File: src/rtl/muldiv_pkg.sv
// Shared types and constants for the mul/div execute-stage sequencer.
// Contents: state encoding, iteration counter width, zero-result constant.
package muldiv_pkg;

    localparam int unsigned CNT_W = 6;
    localparam int unsigned RES_W = 64;

    localparam logic [RES_W-1:0] ZERO_RES = '0;

    typedef enum logic [1:0] {
        ST_IDLE    = 2'd0,
        ST_MUL_RUN = 2'd1,
        ST_DIV_RUN = 2'd2,
        ST_DONE    = 2'd3
    } state_e;

endpackage

File: src/rtl/muldiv_ctrl.sv
// Execute-stage sequencer for the multi-cycle multiplier and iterative divider.
// Accepts one mul/div request from E, latches operands, stalls the pipeline
// while the unit runs, then holds the 64-bit HI/LO result until E advances.
//
// Ports:
//   clk, rst           clock (rising edge), asynchronous active-low reset
//   req_*_i, src_*_i   request qualifiers and forwarded operands from E
//   advance_i, flush_i pipeline advance / flush
//   div_ready_i/res_i  divider handshake and {remainder, quotient}
//   mul_res_i          multiplier {hi, lo}
//   op_*_o             latched operands to the arithmetic units
//   div_start_o        held high during DIV_RUN (combinational)
//   div_cancel_o       one-cycle divider abort pulse
//   stall_o            stall request to the hazard unit (combinational)
//   res_valid_o, res_hi_o, res_lo_o  held result
//   err_o              one-cycle divider watchdog pulse
//
// Build option: define MULDIV_DIV0_FASTPATH_EN to complete divide-by-zero in
// one cycle (hi = dividend, lo = all ones) without starting the divider.
module muldiv_ctrl
    import muldiv_pkg::*;
#(
    parameter int unsigned MUL_LAT     = 2,
    parameter int unsigned DIV_LAT_MAX = 40
) (
    input  logic        clk,
    input  logic        rst,
    input  logic        req_valid_i,
    input  logic        req_is_mul_i,
    input  logic        req_signed_i,
    input  logic [31:0] src_a_i,
    input  logic [31:0] src_b_i,
    input  logic        advance_i,
    input  logic        flush_i,
    input  logic        div_ready_i,
    input  logic [63:0] div_res_i,
    input  logic [63:0] mul_res_i,
    output logic [31:0] op_a_o,
    output logic [31:0] op_b_o,
    output logic        op_signed_o,
    output logic        div_start_o,
    output logic        div_cancel_o,
    output logic        stall_o,
    output logic        res_valid_o,
    output logic [31:0] res_hi_o,
    output logic [31:0] res_lo_o,
    output logic        err_o
);

    state_e            state_q, state_d;
    logic [CNT_W-1:0]  cnt_q, cnt_d;
    logic [31:0]       op_a_q, op_a_d;
    logic [31:0]       op_b_q, op_b_d;
    logic              op_signed_q, op_signed_d;
    logic [RES_W-1:0]  res_q, res_d;
    logic              res_valid_q, res_valid_d;
    logic              div_cancel_q, div_cancel_d;
    logic              err_q, err_d;

    // State, counter, operand and result registers
    always_ff @(posedge clk or negedge rst) begin
        if (!rst) begin
            state_q      <= ST_IDLE;
            cnt_q        <= '0;
            op_a_q       <= '0;
            op_b_q       <= '0;
            op_signed_q  <= 1'b0;
            res_q        <= '0;
            res_valid_q  <= 1'b0;
            div_cancel_q <= 1'b0;
            err_q        <= 1'b0;
        end else begin
            state_q      <= state_d;
            cnt_q        <= cnt_d;
            op_a_q       <= op_a_d;
            op_b_q       <= op_b_d;
            op_signed_q  <= op_signed_d;
            res_q        <= res_d;
            res_valid_q  <= res_valid_d;
            div_cancel_q <= div_cancel_d;
            err_q        <= err_d;
        end
    end

    // Next-state, datapath updates and decoded stall/start
    always_comb begin
        state_d      = state_q;
        cnt_d        = cnt_q;
        op_a_d       = op_a_q;
        op_b_d       = op_b_q;
        op_signed_d  = op_signed_q;
        res_d        = res_q;
        res_valid_d  = res_valid_q;
        div_cancel_d = 1'b0;
        err_d        = 1'b0;
        stall_o      = 1'b0;
        div_start_o  = 1'b0;

        case (state_q)
            ST_IDLE: begin
                res_valid_d = 1'b0;
                if (req_valid_i && !flush_i) begin
                    stall_o     = 1'b1;
                    op_a_d      = src_a_i;
                    op_b_d      = src_b_i;
                    op_signed_d = req_signed_i;
                    cnt_d       = '0;
                    if (req_is_mul_i) begin
                        state_d = ST_MUL_RUN;
                    end else begin
`ifdef MULDIV_DIV0_FASTPATH_EN
                        if (src_b_i == 32'h0) begin
                            res_d       = {src_a_i, 32'hFFFF_FFFF};
                            res_valid_d = 1'b1;
                            state_d     = ST_DONE;
                        end else begin
                            state_d = ST_DIV_RUN;
                        end
`else
                        state_d = ST_DIV_RUN;
`endif
                    end
                end
            end
            ST_MUL_RUN: begin
                stall_o = 1'b1;
                cnt_d   = cnt_q + CNT_W'(1);
                if (cnt_q == CNT_W'(MUL_LAT - 1)) begin
                    res_d       = mul_res_i;
                    res_valid_d = 1'b1;
                    state_d     = ST_DONE;
                end
            end
            ST_DIV_RUN: begin
                stall_o     = 1'b1;
                div_start_o = 1'b1;
                cnt_d       = cnt_q + CNT_W'(1);
                if (div_ready_i) begin
                    res_d       = div_res_i;
                    res_valid_d = 1'b1;
                    state_d     = ST_DONE;
                end else if (cnt_q == CNT_W'(DIV_LAT_MAX - 1)) begin
                    // Watchdog: abort the divider and return a zero result
                    res_d        = ZERO_RES;
                    res_valid_d  = 1'b1;
                    err_d        = 1'b1;
                    div_cancel_d = 1'b1;
                    state_d      = ST_DONE;
                end
            end
            ST_DONE: begin
                // Hold result without restarting until E advances
                if (advance_i) begin
                    res_valid_d = 1'b0;
                    state_d     = ST_IDLE;
                end
            end
            default: begin
                state_d = ST_IDLE;
            end
        endcase

        // Flush overrides everything, including a same-cycle divider result
        if (flush_i) begin
            state_d      = ST_IDLE;
            res_valid_d  = 1'b0;
            err_d        = 1'b0;
            div_cancel_d = (state_q == ST_DIV_RUN);
            res_d        = res_q;
        end
    end

    assign op_a_o       = op_a_q;
    assign op_b_o       = op_b_q;
    assign op_signed_o  = op_signed_q;
    assign div_cancel_o = div_cancel_q;
    assign res_valid_o  = res_valid_q;
    assign res_hi_o     = res_q[63:32];
    assign res_lo_o     = res_q[31:0];
    assign err_o        = err_q;

endmodule

File: config.mk
export PLATFORM = sky130hd
export DESIGN_NAME = muldiv_ctrl
export DESIGN_NICKNAME = d
export VERILOG_FILES = /design/src/rtl/muldiv_pkg.sv /design/src/rtl/muldiv_ctrl.sv
export SDC_FILE = /design/constraint.sdc
export NUM_CORES = 1
export LEC_CHECK = 0
export ABC_CLOCK_PERIOD_IN_PS = 2900
export BUFFER_PORTS_ARGS = -buffer_cell sky130_fd_sc_hd__buf_2
export CORE_AREA = 3 3 128 130
export DETAILED_ROUTE_END_ITERATION = 16
export DIE_AREA = 0 0 131 133
export PLACE_DENSITY = 0.76
export SLEW_MARGIN = 30
export SYNTH_ARGS = -nofsm -noshare
export SYNTH_HDL_FRONTEND = slang
export SYNTH_SLANG_ARGS = --single-unit
File: constraint.sdc
create_clock -name clk -period 2.9 [get_ports clk]
set_input_delay 0.58 -clock clk [delete_from_list [all_inputs] [get_ports clk]]
set_output_delay 0.58 -clock clk [all_outputs]
set_load 0.02 [all_outputs]
==> results of run 1 <==
## per-layer routing
| metal | share of wire | routed length (µm) | track usage | up-vias |
|---|---|---|---|---|
| met1 | 0.40 | 6840 | 0.231 | 2411 |
| met2 | 0.49 | 8420 | 0.325 | 218 |
| met5 | 0.00041 | 7 | 0 | - |
| li1 | - | - | - | 2525 |
| met3 | 0.10 | 1750 | 0.0731 | 19 |
| met4 | 0.013 | 230 | 0.0589 | 2 |
## cell usage in the layout, fill, tap and decap left out, types with 2 or more instances in the layout
cell type / instances
sky130_fd_sc_hd__buf_12: 4
sky130_fd_sc_hd__o21a_1: 2
sky130_fd_sc_hd__a211oi_1: 3
sky130_fd_sc_hd__dfrtp_1: 140
sky130_fd_sc_hd__a41o_1: 2
sky130_fd_sc_hd__mux2_4: 60
sky130_fd_sc_hd__mux2_2: 69
sky130_fd_sc_hd__ha_1: 6
sky130_fd_sc_hd__clkinv_2: 2
sky130_fd_sc_hd__a21oi_1: 7
sky130_fd_sc_hd__clkbuf_1: 3
sky130_fd_sc_hd__nand2_1: 75
sky130_fd_sc_hd__clkinvlp_4: 2
sky130_fd_sc_hd__nor3_1: 2
sky130_fd_sc_hd__buf_2: 332
sky130_fd_sc_hd__nand3_1: 3
sky130_fd_sc_hd__inv_1: 69
sky130_fd_sc_hd__mux2i_1: 2
sky130_fd_sc_hd__clkinv_4: 2
sky130_fd_sc_hd__o21ai_0: 69
sky130_fd_sc_hd__bufinv_16: 3
sky130_fd_sc_hd__clkbuf_16: 17
sky130_fd_sc_hd__buf_4: 3
sky130_fd_sc_hd__nand4_1: 2
sky130_fd_sc_hd__nor2_1: 3
sky130_fd_sc_hd__nor2b_1: 2
## report_power, final
part | total [W] | switching [W] | internal, W
sequential | 0.00349 | 0.000544 | 0.00295
clock | 0.00218 | 0.000807 | 0.00137
combinational | 0.00518 | 0.00282 | 0.00236
total | 0.0109 | 0.00417 | 0.00669
## metrics by stage
stage / instance area [µm²] / util / power [W] / hold WS, ps / setup slack (ps)
after floorplan: 6620 / - / 0.00709 / 284 / 633
after global placement: 8500 / 0.557 / 0.00863 / 483 / 661
after detailed placement: 8500 / 0.557 / 0.00875 / 487 / 640
after CTS: 9090 / 0.596 / 0.0110 / 165 / 366
after global routing: 9090 / 0.596 / 0.0115 / 187 / 238
final: 9090 / 0.596 / 0.0109 / 147 / 409
## critical path: stages (launching register included)
cell and delay, ps:
sky130_fd_sc_hd__dfrtp_1 420, sky130_fd_sc_hd__inv_1 120, sky130_fd_sc_hd__ha_2 190, sky130_fd_sc_hd__buf_4 470, sky130_fd_sc_hd__buf_2 280
## worst max path at each step
| stage | from | depth (start not counted) | end |
|---|---|---|---|
| finish | state_q[0] | 4 | div_start_o |
| global route | state_q[0] | 4 | div_start_o |
| CTS | state_q[0] | 4 | div_start_o |
| detailed placement | div_ready_i | 6 | res_q[0] |
| global placement | div_ready_i | 6 | res_q[1] |
| floorplan | state_q[0] | 6 | stall_o |
## Yosys cell counts (all sizes together)
cell / number
a211oi: 3
a21oi: 7
a211o: 1
o31ai: 1
o21ai: 69
inv: 69
mux2: 129
a2111oi: 1
nor2: 3
nand3b: 1
o211ai: 1
a21o: 1
nand3: 3
or3b: 1
ha: 7
nand2: 75
nand4: 3
mux2i: 2
nor2b: 2
o21a: 2
nand2b: 1
nand4b: 1
and2: 1
and3: 1
a41o: 2
clkbuf: 23
dfrtp: 140
buf: 8
nor3: 2
## state kept, by name, summed over array words and instances (netlist names)
signal,flops
op_b_o,32
op_a_o,32
res_valid_o,1
div_cancel_o,1
res_q,64
state_q,2
err_o,1
op_signed_o,1
cnt_q,6
## cells by family (layout without fill, tap and decap cells)
family,Yosys count,after routing,share of synthesized area
and+or+nand+nor,94,94,0.0620
AOI/OAI and AO/OA,88,88,0.0752
muxes,131,131,0.256
DFF,140,140,0.529
adders and majority gates,7,7,0.0132
buffers and inverters,100,440,0.0639
## final cells by class
cell class,count,area [µm²],area share
clock buffer,21,450,0.0495
clock inverter,10,141,0.0156
inverter,69,259,0.0285
multi-input combinational,320,2700,0.297
sequential,140,3500,0.385
tap,211,264,0.0290
timing repair buffer,340,1780,0.195
==> results by group, run 1 <==
Clock network
  • Resize count post-CTS: 0
  • TritonCTS buffer count: 17
  • # clock sinks: between 100 and 150
  • H-tree lvl count: 4
  • Reg clk slew, reported paths: approximately 60 ps
  • Total of hold buffers inserted after clock tree synthesis: 0
  • Master cell of the clock root buffer: sky130_fd_sc_hd__clkbuf_16
  • Setup fix buffers added after clock tree synthesis: 0
  • Clk Latency, worst-skew pair: 410 ps
  • Number of buffers between clock root and the deepest sink: 2
  • Clock tree from TritonCTS: built

Floorplanning
  • Die outline width: 131 µm
  • Die Y-Extent: 133 µm
  • Number of placement rows: 45
  • Area of the core: 15300 µm²
  • Initial Util: 0.434
  • Count of boundary I/O pins: approximately 330
  • Die area: 17400 µm²

STA
  • Final number of max-transition violations: 0
  • Unrepaired setup endpoints after global routing: false
  • Endpoints failing setup: 0
  • Final Hold Vio Count: 0
  • Highest Clock Rate: 402 MHz
  • Aggregate negative setup slack: 0 ps
  • Largest clock skew in the final design: 5.84 ps
  • Worst slew pin tran: just over 600 ps
  • Worst relative slew slack: 0.594
  • Crit path time final: 2490 ps
  • Tcrit/Tclk final: 0.859

Route
  • Residual DRC: 0
  • Via count: 5175
  • Detail-routed via count per cell: 4.66
  • Final ANT Viol Nets: 0
  • Detail-routed net length per standard cell: 15.5 µm
  • Starting DRC count in detailed routing: 215
  • Aggregate routed wire length: about 17000 µm
  • 1st-pass router iterations: 4

Status
  • Run status: finished clean

Final layout
  • Final cell count without fillers: 1111
  • Fraction of final layout cells with drive strength greater than 1: 0.559
  • Filler Cells Inserted: between 1000 and 1500
  • Number of nets in the final layout: 1095
  • ANT cells: 0
  • P&R area growth vs syn: 37.3%

Synth
  • Share of the synthesized area in the top cell type: 0.529
  • Mean instance size in the synthesized netlist: 11.8 µm²
  • Leading area contributor after synthesis: sky130_fd_sc_hd__dfrtp_1
  • Number of synthesized register bits: 140
  • Top post-synthesis cells by area: sky130_fd_sc_hd__dfrtp_1 53%, sky130_fd_sc_hd__mux2_4 14%, sky130_fd_sc_hd__mux2_2 12%
  • Synthesized instance count: 560
  • Portion of the post-synthesis area used by sequential elements: 0.529
  • Cell area after synthesis: 6620 µm²
  • Number of distinct library cells after synthesis: 32
  • Number of nets produced by synthesis: 767
  • Synthesis Warnings: 0

Critical path
  • Required time of the worst setup path: 2320 ps
  • Worst setup path class: reg2out
  • Register-to-Register Setup Slack: 650 ps
  • Critical Path Sink Type: output port
  • Depth of the most critical reg-to-reg path: 8
  • Terminus of the critical flop-to-flop path: res_q[3]
  • Worst-path fanout max: 68
  • Data arrival time at the worst-slack endpoint: 1910 ps
  • Startpoint of the lowest-slack register-to-register path: state_q[0]
  • Nature of the critical path startpoint: register

GRT
  • Total track usage: 0.194
  • Global-route wire length before repair: 26600 µm
  • Number of global-route vias before repair: 5297
  • Remaining Overflow, GRT: 0
  • Largest net degree at the start of global routing: 71
  • Number of antenna violations at the first check in global routing: 1

Power
  • Power Dens Cells: 1190 nW/µm²
  • Worst vdd rail ir drop: around 0.73 mV
  • Leakage: 4.86 nW

Run
  • Count of max-cap constraint violations: 0

Place
  • # port buffers: about 330
  • DP HPWL: 12800 µm
  • Instance count after placement with tap cells included: 1080
  • Routability Congestion: 0.789

Hold path
  • Classification of the worst-slack hold path: in2async
No activity file was read; power rests on OpenSTA's default activity.
==> run 2: changes to the inputs <==
--- a/config.mk
+++ b/config.mk
@@ -9,7 +9,9 @@
 export BUFFER_PORTS_ARGS = -buffer_cell sky130_fd_sc_hd__buf_2
 export CORE_AREA = 3 3 128 130
+export CTS_CLUSTER_DIAMETER = 200
 export DETAILED_ROUTE_END_ITERATION = 16
 export DIE_AREA = 0 0 131 133
 export PLACE_DENSITY = 0.76
+export SKIP_LAST_GASP = 1
 export SLEW_MARGIN = 30
 export SYNTH_ARGS = -nofsm -noshare
==> constraint.sdc (replaced) <==
create_clock -name clk -period 2.9 [get_ports clk]
set_input_delay 0.29 -clock clk [delete_from_list [all_inputs] [get_ports clk]]
set_output_delay 0.29 -clock clk [all_outputs]
set_load 0.02 [all_outputs]
==> results by group, run 2 (same netlist as run 1, synthesis figures left out) <==
Final layout
  • Largest register FFs: 64 (unchanged)
  • Number of nets in the final layout: 1096 (+0.091%)
  • P&R area growth vs syn: 37.6%
  • Register with the most flip-flops: res_q
  • Fraction of final layout cells with drive strength greater than 1: 0.562 (+0.00320)
  • Utilization of the core after routing: 0.597 (+0.00131)
  • Leading cell type in the layout, fill and taps excluded: sky130_fd_sc_hd__buf_2
  • Commonest cells after routing, fill and taps aside: 332 x sky130_fd_sc_hd__buf_2, 140 x sky130_fd_sc_hd__dfrtp_1, 75 x sky130_fd_sc_hd__nand2_1

STA
  • Largest clock skew in the final design: 7.05 ps (+1.21 ps)
  • Tcrit/Tclk final: 0.799 (-0.0596)
  • Final Hold Vio Count: 0 (unchanged)
  • Highest Clock Rate: 431 MHz (+7.5%)
  • Final number of max-transition violations: 0 (unchanged)
  • Endpoints failing setup: 0 (unchanged)
  • Worst relative slew slack: 0.594 (about the same)
  • Worst slew pin tran: 608 ps (+0.0506 ps)
  • Crit path time final: 2320 ps (-173 ps)
  • Aggregate negative setup slack: 0 ps (unchanged)
  • Unrepaired setup endpoints after global routing: false

Clock network
  • TritonCTS buffer count: 17 (unchanged)
  • Master cell of the clock root buffer: sky130_fd_sc_hd__clkbuf_16
  • Reg clk slew, reported paths: 60 ps (about the same)
  • Setup fix buffers added after clock tree synthesis: 0 (unchanged)
  • # clock sinks: 140 (unchanged)
  • Clk Latency, worst-skew pair: 410 ps (about the same)
  • Number of buffers between clock root and the deepest sink: 2 (unchanged)
  • Resize count post-CTS: 0 (unchanged)
  • H-tree lvl count: 4 (unchanged)
  • Clock tree from TritonCTS: built

Hold path
  • Classification of the worst-slack hold path: in2reg
  • Hold wc startpoint: src_b_i[29]

Floorplanning
  • Count of boundary I/O pins: 334 (unchanged)
  • Die area: 17400 µm² (unchanged)
  • Number of placement rows: 45 (unchanged)
  • Initial Util: 0.434 (unchanged)
  • Die outline width: 131 µm (unchanged)
  • Die Y-Extent: 133 µm (unchanged)
  • Area of the core: 15300 µm² (unchanged)

GRT
  • Total track usage: 0.198 (+0.00420)
  • Number of global-route vias before repair: 5322 (+0.47%)
  • Remaining Overflow, GRT: 0 (unchanged)
  • Number of antenna violations at the first check in global routing: 1 (unchanged)
  • Largest net degree at the start of global routing: 69 (-2.8%)
  • Global-route wire length before repair: 26900 µm (+1.3%)

Critical path
  • Startpoint of the lowest-slack register-to-register path: state_q[0]
  • Slowest Stage Delay on Critical Path: 400 ps (-70 ps)
  • Worst setup path class: reg2out
  • Cell class contributing the biggest share of worst-path delay: buffers and inverters
  • Sequence of cells on the critical path: inv_1, ha_1, nand3b_1, buf_4, a21oi_1, buf_2
  • Critical path buffer and inverter count: 3 (unchanged)
  • Critical Path Sink Type: output port
  • Slowest CP cell: sky130_fd_sc_hd__dfrtp_1
  • Nature of the critical path startpoint: register
  • Origin of the worst setup path: state_q[1]
  • Register-to-Register Setup Slack: 660 ps (about the same)
  • Required time of the worst setup path: 2610 ps (+290 ps)
  • Worst-path fanout max: 12 (-82%)
  • Data arrival time at the worst-slack endpoint: 2030 ps (+120 ps)

Route
  • Detail-routed via count per cell: 4.70 (+0.94%)
  • Via count: 5238 (+1.2%)
  • Residual DRC: 0 (unchanged)
  • Aggregate routed wire length: 17500 µm (+1.6%)
  • Detail-routed net length per standard cell: 15.7 µm (+1.3%)
  • Final ANT Viol Nets: 0 (unchanged)
  • 1st-pass router iterations: 5 (+1)
  • Starting DRC count in detailed routing: 189 (-12%)

Place
  • DP HPWL: 12900 µm (+0.62%)
  • Routability Congestion: 0.786 (-0.30%)
  • # port buffers: 333 (unchanged)

Power
  • Power Dens Cells: 1200 nW/µm² (about the same)
  • Worst vdd rail ir drop: 0.785 mV (+8.0%)
  • Leakage: 4.87 nW (+0.24%)

Status
  • Run status: finished clean

Run
  • Count of max-cap constraint violations: 0 (unchanged)
[run 2: what timing repair did]
item	in CTS	in global routing
endpoints found under the setup margin	0	0
hold endpoints to repair	54	0
hold buffers	1	0
[run 2: worst paths after layout]
check,end,cells after the start
min in group asynchronous,op_a_o[22],2
worst max register to register,res_q[1],7
max in group asynchronous,res_q[47],3
worst max-delay path,stall_o,6
worst min-delay path,op_b_o[29],2
worst min register to register,op_b_o[2],1
[run 2: final cells by class]
class	instances	area [µm²]
flip-flops and latches	140	3500
inverters	69	259
repair buffers	341	1790
clock inverters	14	160
diodes	1	2.50
fillers	1298	6150
well taps	211	264
clock buffers	18	439
multi-input cells	320	2700
[run 2: worst register-to-register path, cell delays in order, from the launching register on]
cell and delay [ps]:
sky130_fd_sc_hd__dfrtp_1 410, sky130_fd_sc_hd__inv_1 120, sky130_fd_sc_hd__ha_2 180, sky130_fd_sc_hd__nand2b_1 70, sky130_fd_sc_hd__a41o_1 320, sky130_fd_sc_hd__nand4_4 150, sky130_fd_sc_hd__buf_12 350, sky130_fd_sc_hd__mux2_2 520
[run 2: report_power, final]
part	total (W)	switching, W	internal [W]
clock network	0.00220	0.000891	0.00131
logic	0.00521	0.00284	0.00237
registers	0.00348	0.000537	0.00295
[run 2: through the flow]
step                      worst slack (ps)  instance area [µm²]  total power, W  cells  hold slack [ps]
after floorplan                        794                 6620         0.00709    560            -5.59
after global placement                 708                 8500         0.00862   1080              288
after detailed placement               668                 8500         0.00875   1080              283
after CTS                              546                 9110          0.0110   1113             76.1
after global routing                   463                 9110          0.0116   1114             75.6
final                                  582                 9110          0.0109   1114              100
[run 2: layer usage]
layer  wire, µm  part of all wire  global-route usage  vias up
met1       6990              0.40               0.228     2486
met2       8600              0.49               0.332      214
met3       1710             0.097              0.0892       15
met4        227             0.013              0.0566        0
met5          0                 0                   0        -
li1           -                 -                   -     2523
==> run 3: changes to the inputs <==
Settings changed: ABC_CLOCK_PERIOD_IN_PS 2900 to 2400.
Clock period 2.9 ns to 2.4 ns, I/O delays scaled along.
==> results by group, run 3 (same netlist as run 1, synthesis figures left out) <==
Status
  • Run status: finished clean

Floorplanning
  • Area of the core: 15300 µm² (unchanged)
  • Number of placement rows: 45 (unchanged)
  • Count of boundary I/O pins: 334 (unchanged)
  • Initial Util: 0.434 (unchanged)
  • Die area: 17400 µm² (unchanged)
  • Die outline width: 131 µm (unchanged)
  • Die Y-Extent: 133 µm (unchanged)

STA
  • Highest Clock Rate: 443 MHz
  • Worst relative slew slack: 0.546 (-0.0483)
  • Crit path time final: 2260 ps
  • Aggregate negative setup slack: 0 ps (unchanged)
  • Final number of max-transition violations: 0 (unchanged)
  • Tcrit/Tclk final: 0.940
  • Final Hold Vio Count: 0 (unchanged)
  • Largest clock skew in the final design: 7.92 ps (+0.872 ps)
  • Worst slew pin tran: 681 ps (+72.5 ps)
  • Unrepaired setup endpoints after global routing: false
  • Endpoints failing setup: 0 (unchanged)

Clock network
  • H-tree lvl count: 4 (unchanged)
  • Resize count post-CTS: 0 (unchanged)
  • Clock tree from TritonCTS: built
  • Setup fix buffers added after clock tree synthesis: 0 (unchanged)
  • Total of hold buffers inserted after clock tree synthesis: 1 (unchanged)
  • Clk Latency, worst-skew pair: 410 ps (about the same)
  • Reg clk slew, reported paths: 60 ps (about the same)
  • Number of buffers between clock root and the deepest sink: 2 (unchanged)
  • Master cell of the clock root buffer: sky130_fd_sc_hd__clkbuf_16
  • # clock sinks: 140 (unchanged)
  • TritonCTS buffer count: 17 (unchanged)

Final layout
  • Final instance area: 9130 µm² (+0.21%)
  • Fraction of final layout cells with drive strength greater than 1: 0.563 (about the same)
  • Leading cell type in the layout, fill and taps excluded: sky130_fd_sc_hd__buf_2
  • Commonest cells after routing, fill and taps aside: 332 x sky130_fd_sc_hd__buf_2, 140 x sky130_fd_sc_hd__dfrtp_1, 75 x sky130_fd_sc_hd__nand2_1
  • Register with the most flip-flops: res_q
  • Largest register FFs: 64 (unchanged)
  • P&R area growth vs syn: 37.9%
  • Number of nets in the final layout: 1098 (+0.18%)

GRT
  • Largest net degree at the start of global routing: 68 (-1.4%)
  • Number of global-route vias before repair: 5357 (+0.66%)
  • Number of antenna violations at the first check in global routing: 1 (unchanged)
  • Global-route wire length before repair: 27200 µm (+1.1%)
  • Total track usage: 0.201 (+0.00263)
  • Remaining Overflow, GRT: 0 (unchanged)

Power
  • Leakage: 4.88 nW (+0.14%)
  • Worst vdd rail ir drop: 0.905 mV (+15%)
  • Power Dens Cells: 1450 nW/µm² (+21%)

Place
  • # port buffers: 333 (unchanged)
  • Post-detailed-placement cell area: 8520 µm² (+0.19%)
  • Routability Congestion: 0.772 (-1.8%)
  • DP HPWL: 13300 µm (+2.7%)

Critical path
  • Critical Path Sink Type: output port
  • Worst setup path class: reg2out
  • Required time of the worst setup path: 2160 ps (-450 ps)
  • Nature of the critical path startpoint: register
  • Worst-path fanout max: 45 (+33)
  • Data arrival time at the worst-slack endpoint: 2020 ps (about the same)

Run
  • Count of max-cap constraint violations: 0 (unchanged)

Hold path
  • Classification of the worst-slack hold path: in2reg

Route
  • Starting DRC count in detailed routing: 146 (-23%)
  • 1st-pass router iterations: 4 (-1)
  • Via count: 5221 (-0.32%)
  • Aggregate routed wire length: 17800 µm (+1.8%)
  • Detail-routed via count per cell: 4.68 (-0.41%)
  • Final ANT Viol Nets: 0 (unchanged)
  • Detail-routed net length per standard cell: 16.0 µm (+1.7%)
  • Residual DRC: 0 (unchanged)
## run 3: changes by cell type in the layout (fill, tap and decap cells not counted), sizes merged
| cell | change |
|---|---|
| inv | -3 |
| clkinvlp | +1 |
| clkinv | -1 |
| clkbuf | +2 |
| buf | +2 |
## run 3: power breakdown
part	total [W]	leakage, nW	switching, W	internal [W]
clock network	0.00265	0.286	0.00103	0.00162
logic	0.00632	2.92	0.00344	0.00288
registers	0.00423	1.68	0.000665	0.00356
total	0.0132	4.88	0.00513	0.00807
## run 3: critical path: stages (launching register included)
cell and delay [ps]:
sky130_fd_sc_hd__dfrtp_1 410, sky130_fd_sc_hd__inv_1 130, sky130_fd_sc_hd__ha_1 310, sky130_fd_sc_hd__nand3b_1 160
sky130_fd_sc_hd__buf_12 220, sky130_fd_sc_hd__a21oi_1 170, sky130_fd_sc_hd__buf_2 190
## run 3: worst paths after layout
path / start / endpoint / slack (ps) / cells past startpoint
setup reg to reg: state_q[0] / res_q[0] / 180 / 7
hold reg to reg: op_b_o[21] / op_b_o[21] / 500 / 1
min in group asynchronous: rst / op_a_o[28] / 340 / 2
setup / recovery: state_q[1] / stall_o / 140 / 6
max in group asynchronous: rst / op_b_o[31] / 1350 / 3
hold / removal: src_a_i[2] / op_a_o[2] / 60 / 2
## run 3: cell type report
class                      instances  area [µm²]
fill                            1298        6130
multi-input combinational        320        2700
clock buffer                      20         467
clock inverter                    11         135
inverter                          69         259
antenna                            1        2.50
tap                              211         264
sequential                       140        3500
timing repair buffer             343        1800
## run 3: metal layers
| metal | wire [µm] | GRT usage | vias to the layer above | share of wire |
|---|---|---|---|---|
| li1 | - | - | 2518 | - |
| met1 | 6900 | 0.231 | 2469 | 0.39 |
| met2 | 8970 | 0.345 | 219 | 0.50 |
| met3 | 1720 | 0.0771 | 15 | 0.096 |
| met4 | 239 | 0.0589 | 0 | 0.013 |
| met5 | 0 | 0 | - | 0 |
## run 3: stage by stage
step                      utilization  power, W  instances  hold WS [ps]  worst slack [ps]
after detailed placement        0.558    0.0106       1082           223               182
after global routing            0.598    0.0140       1115          34.2              15.4
after floorplan                     -   0.00857        560         -55.6               294
after global placement          0.558    0.0105       1082           214               213
after CTS                       0.598    0.0134       1114          36.0              93.9
final                           0.598    0.0132       1115          56.4               145
